==> src/rtl/rx_arb_pkg.sv <==
// rx_arb_pkg
// Shared types, constants and helpers for the receiver sample arbiter.
//   arb_state_e : output sequencer states (IDLE, SEND_I, SEND_Q)
//   IQ_I / IQ_Q : encoding of the out_iq word tag
//   STAT_W      : width of the per-channel overrun counters
//   chan_w()    : width of a channel index for a given channel count
//   wrap_add()  : (a + b) mod n for operands already below n
package rx_arb_pkg;

    typedef enum logic [1:0] {
        IDLE   = 2'd0,
        SEND_I = 2'd1,
        SEND_Q = 2'd2
    } arb_state_e;

    localparam logic IQ_I = 1'b0;
    localparam logic IQ_Q = 1'b1;

    localparam int STAT_W = 8;
    localparam logic [STAT_W-1:0] STAT_MAX = 8'hFF;
    localparam logic [STAT_W-1:0] STAT_ONE = 8'h01;

    // A channel index is never narrower than one bit, even for two channels.
    function automatic int chan_w(input int n);
        if (n > 2) begin
            return $clog2(n);
        end else begin
            return 1;
        end
    endfunction

    // Both operands are below n, so one conditional subtraction suffices.
    function automatic int wrap_add(input int a, input int b, input int n);
        int s;
        s = a + b;
        if (s >= n) begin
            s = s - n;
        end else begin
            s = s;
        end
        return s;
    endfunction

endpackage

==> src/rtl/rx_rr_picker.sv <==
// rx_rr_picker
// Combinational round-robin selector: returns the first pending channel at or
// after rr_ptr, searching upward and wrapping past the top channel.
//   pending     : per-channel pending bits
//   rr_ptr      : channel with highest priority this cycle
//   grant       : selected channel (only meaningful when any_pending is high)
//   any_pending : at least one channel is pending
module rx_rr_picker
    import rx_arb_pkg::*;
#(
    parameter  int NUM_RX = 4,
    localparam int CW     = chan_w(NUM_RX)
) (
    input  logic [NUM_RX-1:0] pending,
    input  logic [CW-1:0]     rr_ptr,
    output logic [CW-1:0]     grant,
    output logic              any_pending
);

    // Scan offsets from farthest to nearest so the nearest pending channel is the last writer.
    always_comb begin
        grant       = {CW{1'b0}};
        any_pending = |pending;
        for (int i = NUM_RX - 1; i >= 0; i--) begin
            if (pending[wrap_add(int'(rr_ptr), i, NUM_RX)]) begin
                grant = CW'(wrap_add(int'(rr_ptr), i, NUM_RX));
            end else begin
                grant = grant;
            end
        end
    end

endmodule

==> src/rtl/rx_sample_arbiter.sv <==
// rx_sample_arbiter
// Captures I/Q samples from NUM_RX receiver chains into per-channel holding
// registers and serialises them round-robin as I-then-Q words on a
// valid/ready stream. A sample overwritten before it was granted sets a
// sticky per-channel overrun flag.
// Optional feature macro: RX_ARB_STATS_EN adds 8-bit saturating overrun
// counters per channel; without it overrun_count is tied to zero.
// Ports:
//   clock, rst          : single clock domain, asynchronous active-high reset
//   rx_strobe           : per-channel one-cycle sample strobe
//   rx_data_I/rx_data_Q : packed samples, channel k at [k*DATA_WIDTH +: DATA_WIDTH]
//   out_valid/out_ready : output handshake
//   out_data/out_chan/out_iq : word, its channel, and I(0)/Q(1) tag
//   overrun, overrun_clr : sticky overrun flags and their clear
//   overrun_count        : per-channel saturating overrun counts
module rx_sample_arbiter
    import rx_arb_pkg::*;
#(
    parameter  int NUM_RX     = 4,
    parameter  int DATA_WIDTH = 24,
    localparam int CW         = chan_w(NUM_RX)
) (
    input  logic                         clock,
    input  logic                         rst,
    input  logic [NUM_RX-1:0]            rx_strobe,
    input  logic [NUM_RX*DATA_WIDTH-1:0] rx_data_I,
    input  logic [NUM_RX*DATA_WIDTH-1:0] rx_data_Q,
    output logic                         out_valid,
    input  logic                         out_ready,
    output logic [DATA_WIDTH-1:0]        out_data,
    output logic [CW-1:0]                out_chan,
    output logic                         out_iq,
    output logic [NUM_RX-1:0]            overrun,
    input  logic                         overrun_clr,
    output logic [NUM_RX*STAT_W-1:0]     overrun_count
);

    logic [DATA_WIDTH-1:0] hold_i_r [NUM_RX];
    logic [DATA_WIDTH-1:0] hold_q_r [NUM_RX];
    logic [NUM_RX-1:0]     pending_r;
    logic [CW-1:0]         rr_ptr_r;
    logic [DATA_WIDTH-1:0] out_q_r;
    arb_state_e            state_r;
    arb_state_e            state_s;

    logic [CW-1:0]         pick_ptr_s;
    logic [CW-1:0]         chan_inc_s;
    logic [CW-1:0]         grant_s;
    logic                  any_pending_s;
    logic                  grant_fire_s;
    logic [NUM_RX-1:0]     granted_s;
    logic [NUM_RX-1:0]     overrun_evt_s;

    rx_rr_picker #(
        .NUM_RX (NUM_RX)
    ) u_picker (
        .pending     (pending_r),
        .rr_ptr      (pick_ptr_s),
        .grant       (grant_s),
        .any_pending (any_pending_s)
    );

    // Channel after the one currently on the output, wrapping at NUM_RX.
    always_comb begin
        if (out_chan == CW'(NUM_RX - 1)) begin
            chan_inc_s = {CW{1'b0}};
        end else begin
            chan_inc_s = out_chan + CW'(1);
        end
    end

    // Back-to-back grant out of SEND_Q must already see the advanced pointer.
    always_comb begin
        if (state_r == SEND_Q) begin
            pick_ptr_s = chan_inc_s;
        end else begin
            pick_ptr_s = rr_ptr_r;
        end
    end

    // Sequencer next-state and grant decision.
    always_comb begin
        state_s      = state_r;
        grant_fire_s = 1'b0;
        case (state_r)
            IDLE: begin
                if (any_pending_s) begin
                    state_s      = SEND_I;
                    grant_fire_s = 1'b1;
                end else begin
                    state_s = IDLE;
                end
            end
            SEND_I: begin
                if (out_ready) begin
                    state_s = SEND_Q;
                end else begin
                    state_s = SEND_I;
                end
            end
            SEND_Q: begin
                if (out_ready && any_pending_s) begin
                    state_s      = SEND_I;
                    grant_fire_s = 1'b1;
                end else if (out_ready) begin
                    state_s = IDLE;
                end else begin
                    state_s = SEND_Q;
                end
            end
            default: begin
                state_s = IDLE;
            end
        endcase
    end

    // A strobe on a channel being granted this cycle is a refill, not an overrun.
    always_comb begin
        granted_s     = {NUM_RX{1'b0}};
        overrun_evt_s = {NUM_RX{1'b0}};
        for (int k = 0; k < NUM_RX; k++) begin
            granted_s[k]     = grant_fire_s && (grant_s == CW'(k));
            overrun_evt_s[k] = rx_strobe[k] && pending_r[k] && !granted_s[k];
        end
    end

    // Sequencer state register.
    always_ff @(posedge clock or posedge rst) begin
        if (rst) begin
            state_r <= IDLE;
        end else begin
            state_r <= state_s;
        end
    end

    // Round-robin pointer advances past a channel once its Q word is taken.
    always_ff @(posedge clock or posedge rst) begin
        if (rst) begin
            rr_ptr_r <= {CW{1'b0}};
        end else if ((state_r == SEND_Q) && out_ready) begin
            rr_ptr_r <= chan_inc_s;
        end
    end

    // Holding registers, pending bits and sticky overrun flags.
    always_ff @(posedge clock or posedge rst) begin
        if (rst) begin
            pending_r <= {NUM_RX{1'b0}};
            overrun   <= {NUM_RX{1'b0}};
            for (int k = 0; k < NUM_RX; k++) begin
                hold_i_r[k] <= {DATA_WIDTH{1'b0}};
                hold_q_r[k] <= {DATA_WIDTH{1'b0}};
            end
        end else begin
            for (int k = 0; k < NUM_RX; k++) begin
                if (rx_strobe[k]) begin
                    pending_r[k] <= 1'b1;
                    hold_i_r[k]  <= rx_data_I[k*DATA_WIDTH +: DATA_WIDTH];
                    hold_q_r[k]  <= rx_data_Q[k*DATA_WIDTH +: DATA_WIDTH];
                end else if (granted_s[k]) begin
                    pending_r[k] <= 1'b0;
                end
                if (overrun_evt_s[k]) begin
                    overrun[k] <= 1'b1;
                end else if (overrun_clr) begin
                    overrun[k] <= 1'b0;
                end
            end
        end
    end

    // Output word registers; the Q word is parked in out_q_r until I is taken.
    always_ff @(posedge clock or posedge rst) begin
        if (rst) begin
            out_valid <= 1'b0;
            out_iq    <= IQ_I;
            out_chan  <= {CW{1'b0}};
            out_data  <= {DATA_WIDTH{1'b0}};
            out_q_r   <= {DATA_WIDTH{1'b0}};
        end else begin
            out_valid <= (state_s != IDLE);
            out_iq    <= (state_s == SEND_Q) ? IQ_Q : IQ_I;
            if (grant_fire_s) begin
                out_chan <= grant_s;
                out_data <= hold_i_r[grant_s];
                out_q_r  <= hold_q_r[grant_s];
            end else if ((state_r == SEND_I) && out_ready) begin
                out_data <= out_q_r;
            end
        end
    end

`ifdef RX_ARB_STATS_EN
    logic [STAT_W-1:0] ovr_cnt_r [NUM_RX];

    // Saturating overrun counters; an event coinciding with a clear counts as one.
    always_ff @(posedge clock or posedge rst) begin
        if (rst) begin
            for (int k = 0; k < NUM_RX; k++) begin
                ovr_cnt_r[k] <= {STAT_W{1'b0}};
            end
        end else begin
            for (int k = 0; k < NUM_RX; k++) begin
                if (overrun_evt_s[k] && overrun_clr) begin
                    ovr_cnt_r[k] <= STAT_ONE;
                end else if (overrun_evt_s[k] && (ovr_cnt_r[k] != STAT_MAX)) begin
                    ovr_cnt_r[k] <= ovr_cnt_r[k] + STAT_ONE;
                end else if (overrun_clr) begin
                    ovr_cnt_r[k] <= {STAT_W{1'b0}};
                end
            end
        end
    end

    for (genvar g = 0; g < NUM_RX; g++) begin : g_cnt_pack
        assign overrun_count[g*STAT_W +: STAT_W] = ovr_cnt_r[g];
    end
`else
    assign overrun_count = {(NUM_RX*STAT_W){1'b0}};
`endif

endmodule

==> config.mk <==
export PLATFORM = sky130hd
export DESIGN_NAME = rx_sample_arbiter
export DESIGN_NICKNAME = d
export VERILOG_FILES = /design/src/rtl/rx_arb_pkg.sv /design/src/rtl/rx_rr_picker.sv /design/src/rtl/rx_sample_arbiter.sv
export SDC_FILE = /design/constraint.sdc
export NUM_CORES = 1
export LEC_CHECK = 0
export ABC_AREA = 1
export ABC_CLOCK_PERIOD_IN_PS = 6750
export BUFFER_PORTS_ARGS = -buffer_cell sky130_fd_sc_hd__buf_2
export CORE_MARGIN = 5
export CORE_UTILIZATION = 50
export CTS_BUF_LIST = sky130_fd_sc_hd__clkbuf_4 sky130_fd_sc_hd__clkbuf_8
export DETAILED_ROUTE_END_ITERATION = 10
export HOLD_SLACK_MARGIN = 0.03
export PLACE_DENSITY = 0.87
export SLEW_MARGIN = 40
export SYNTH_ARGS = -nofsm -noshare
export SYNTH_HDL_FRONTEND = slang
export SYNTH_SLANG_ARGS = --single-unit
==> constraint.sdc <==
create_clock -name clock -period 6.75 [get_ports clock]
set_clock_uncertainty 0.05 [all_clocks]
set_input_delay 0.3375 -clock clock [delete_from_list [all_inputs] [get_ports clock]]
set_output_delay 0.3375 -clock clock [all_outputs]
set_load 0.02 [all_outputs]
==> impl_metrics.tcl <==
set metrics [dict create \
    fillers 1758 \
    drtAntennaViolNets 0 \
    hold-path-endpoint "hold_q_r[94]" \
    ys_types 27 \
    whs_path_depth 4 \
    timing.hold.ws_ns 0.360 \
    setup.worst_path.class "reg2reg" \
    irDropWorstVdd_uv 304 \
    synth.area.top_cells "dfrtp_1 53%, nand2_1 26%, o21ai_0 4.5%, nand3_1 3.6%, inv_1 2.6%" \
    die_h_microns 165 \
    synthCells 1589 \
    cts_hold_buf 195 \
    post_drt_wl_per_cell_microns 18.6 \
    grt_antenna_before_repair 4 \
    final_cells 2338 \
    hold_start "rx_strobe[0]" \
    grt_pass1_wl_microns 67600 \
    stdcell_area_sq_um 16000 \
    synthTopCellsByCount "825 x nand2_1, 256 x dfrtp_1, 108 x o21ai_0" \
    htree_num_levels 2 \
    clockBufferDepth 3 \
    yosysTopAreaCell "dfrtp_1" \
    p_leak_nw 8.73 \
    setup_viol 0 \
    post-route-min-period_ns 4.08 \
    ios 264 \
    first_pass_iters 7 \
    globalplace.congestion 0.959 \
    cts-buffers-inserted 43 \
    drive_gt1_share_pct 17.2 \
    clk_pin_slew_ns 0.06 \
    drt_iter0_markers 1593 \
    async_reset_ff_share_pct 100 \
    dieArea_sq_um 27200 \
    hp-class "in2reg" \
    dp_hpwl_microns 25200 \
    status "completed" \
    maxSlewViolCount 0 \
    cp.required_ns 7.19 \
    nets 2185 \
    max_freq_mhz 245 \
    core-area_sq_um 23500 \
    r2r_end "out_data[16]" \
    cp_max_fo 35 \
    cts-root-buf "clkbuf_8" \
    syn_area_per_cell_sq_um 7.54 \
    drt-vias-per-instance 5.44 \
    num_vias 12700 \
    synthFlopType "dfrtp_1" \
    placed_area_sq_um 13200 \
    min_period_over_period_pct 60.5 \
    syn_to_final_growth_pct 34.0 \
    powerDensity_nw_per_um2 442 \
    first_global_vias 12700 \
    remaining_drc_errors 0 \
    synth.yosys.seq_area_share_pct 53.5 \
    yosys_warnings 0 \
    rsz0062_at_grt "false" \
    arrival_ns 4.52 \
    die_w_microns 165 \
    worst_pin_slew_ns 0.862 \
    synth_area_sq_um 12000 \
    synth_edf_count 0 \
    cts.sinks 256 \
    max-slew-margin-rel_pct 42.4 \
    multi_input_area_sq_um 4750 \
    grt_max_degree 105 \
    placementRows 56 \
    yosysMostFrequentCell "nand2_1" \
    initial_core_util_pct 50.9 \
    post_cts_resized 0 \
    cp-start-kind "flip-flop" \
    port_buffers 231 \
    post_cts_buffers 0 \
    endpoint_kind "flip-flop" \
    synth_top_area_share_pct 53.5 \
    fin_setup_tns_ns 0 \
    hold_viol 0 \
    worstSkewPairLatency_ns 0.56 \
    cts_tree "yes" \
    dp_cells 2063 \
    cap_violations 0 \
    reg2reg_slack_ns 2.67 \
    grt_usage_pct 32.2 \
    finish.utilization_pct 68.2 \
    yosys_register_bits 256 \
    r2r_cells 18 \
    register_area_sq_um 6410 \
    r2r-start "out_chan[0]" \
    wl_microns 43500 \
    grt_overflow 0 \
]
per-stage QoR:
stage / worst slack, ns / power [W]
floorplan: 2.99 / 0.00453
global placement: 3.05 / 0.00521
detailed placement: 2.89 / 0.00531
CTS: 2.84 / 0.00690
global route: 2.35 / 0.00753
finish: 2.67 / 0.00709
per-layer routing:
layer	up-vias	global-route usage, %	part of all wire [%]
met2	929	50.0	45
li1	5635	-	-
met3	252	6.64	10
met4	0	20.7	8.0
met5	-	0	0
met1	5913	41.2	37
sequential cells by signal, summed over array words and instances, names as in the netlist:
signal,flops
state_r,2
out_valid,1
overrun,4
hold_q_r,96
out_data,24
out_chan,2
pending_r,4
out_q_r,24
hold_i_r,96
rr_ptr_r,2
out_iq,1
logic make-up (layout without fill, tap and decap cells):
logic type | after synthesis | in the layout | share of synthesized area (%)
simple gates | 967 | 967 | 31.8
compound gates | 157 | 157 | 6.61
fa+ha+maj | 1 | 1 | 0.104
buf+inv | 207 | 602 | 7.99
flops | 256 | 256 | 53.5
other cells | 1 | 36 | 0.0313
cell type report:
class | instances | share of cell area, %
clock inverter | 5 | 0.374
inverter | 92 | 2.20
sequential | 256 | 39.9
tap | 319 | 2.49
timing repair buffer | 434 | 20.0
antenna | 4 | 0.0624
multi-input combinational | 1157 | 29.6
clock buffer | 71 | 5.43
worst max-delay path, cell delays in order, from the launching register on:
cell and delay, ns:
dfrtp_1 0.42, ha_1 0.34, inv_1 0.08, nand3_1 0.08, nand2_1 0.17, nand2_1 0.08
nand2_1 0.08, nand2_1 0.10, nand2_1 0.08, nor2_1 0.04, nand2_1 0.08, nand3_2 0.50
nand2_4 0.56, nand2_1 0.53, inv_2 0.44, nand2_1 0.12, nand3_1 0.12, nand2_1 0.06
nand2_1 0.08
how the worst max path moves through the flow:
| stage | startpoint | end | slack (ns) | depth (start not counted) |
|---|---|---|---|---|
| after floorplan | rst | hold_i_r[0] | 2.99 | 1 |
| after global placement | out_chan[0] | out_q_r[20] | 3.05 | 14 |
| after detailed placement | out_chan[0] | out_q_r[21] | 2.89 | 18 |
| after CTS | out_chan[0] | out_data[9] | 2.84 | 18 |
| after global routing | out_chan[0] | out_data[7] | 2.35 | 18 |
| final | out_chan[0] | out_data[16] | 2.67 | 18 |
cells in the final DEF, fill, tap and decap left out, drive strengths merged, types with 2 or more instances in the layout:
cell,Yosys,layout
nand2,836,836
dfrtp,256,256
buf,61,239
dlygate4sd3,0,195
o21ai,119,119
inv,91,90
nand3,88,88
clkbuf,54,71
nor2,40,40
a21oi,33,33
conb,1,32
diode,0,4
clkinv,1,4
o22ai,4,4
clkinvlp,0,2
where the power goes:
group	internal [W]	switching [W]
registers	0.00183	0.000209
clock network	0.000854	0.000655
logic	0.000982	0.00256
Power figures use the tool's default switching activity.
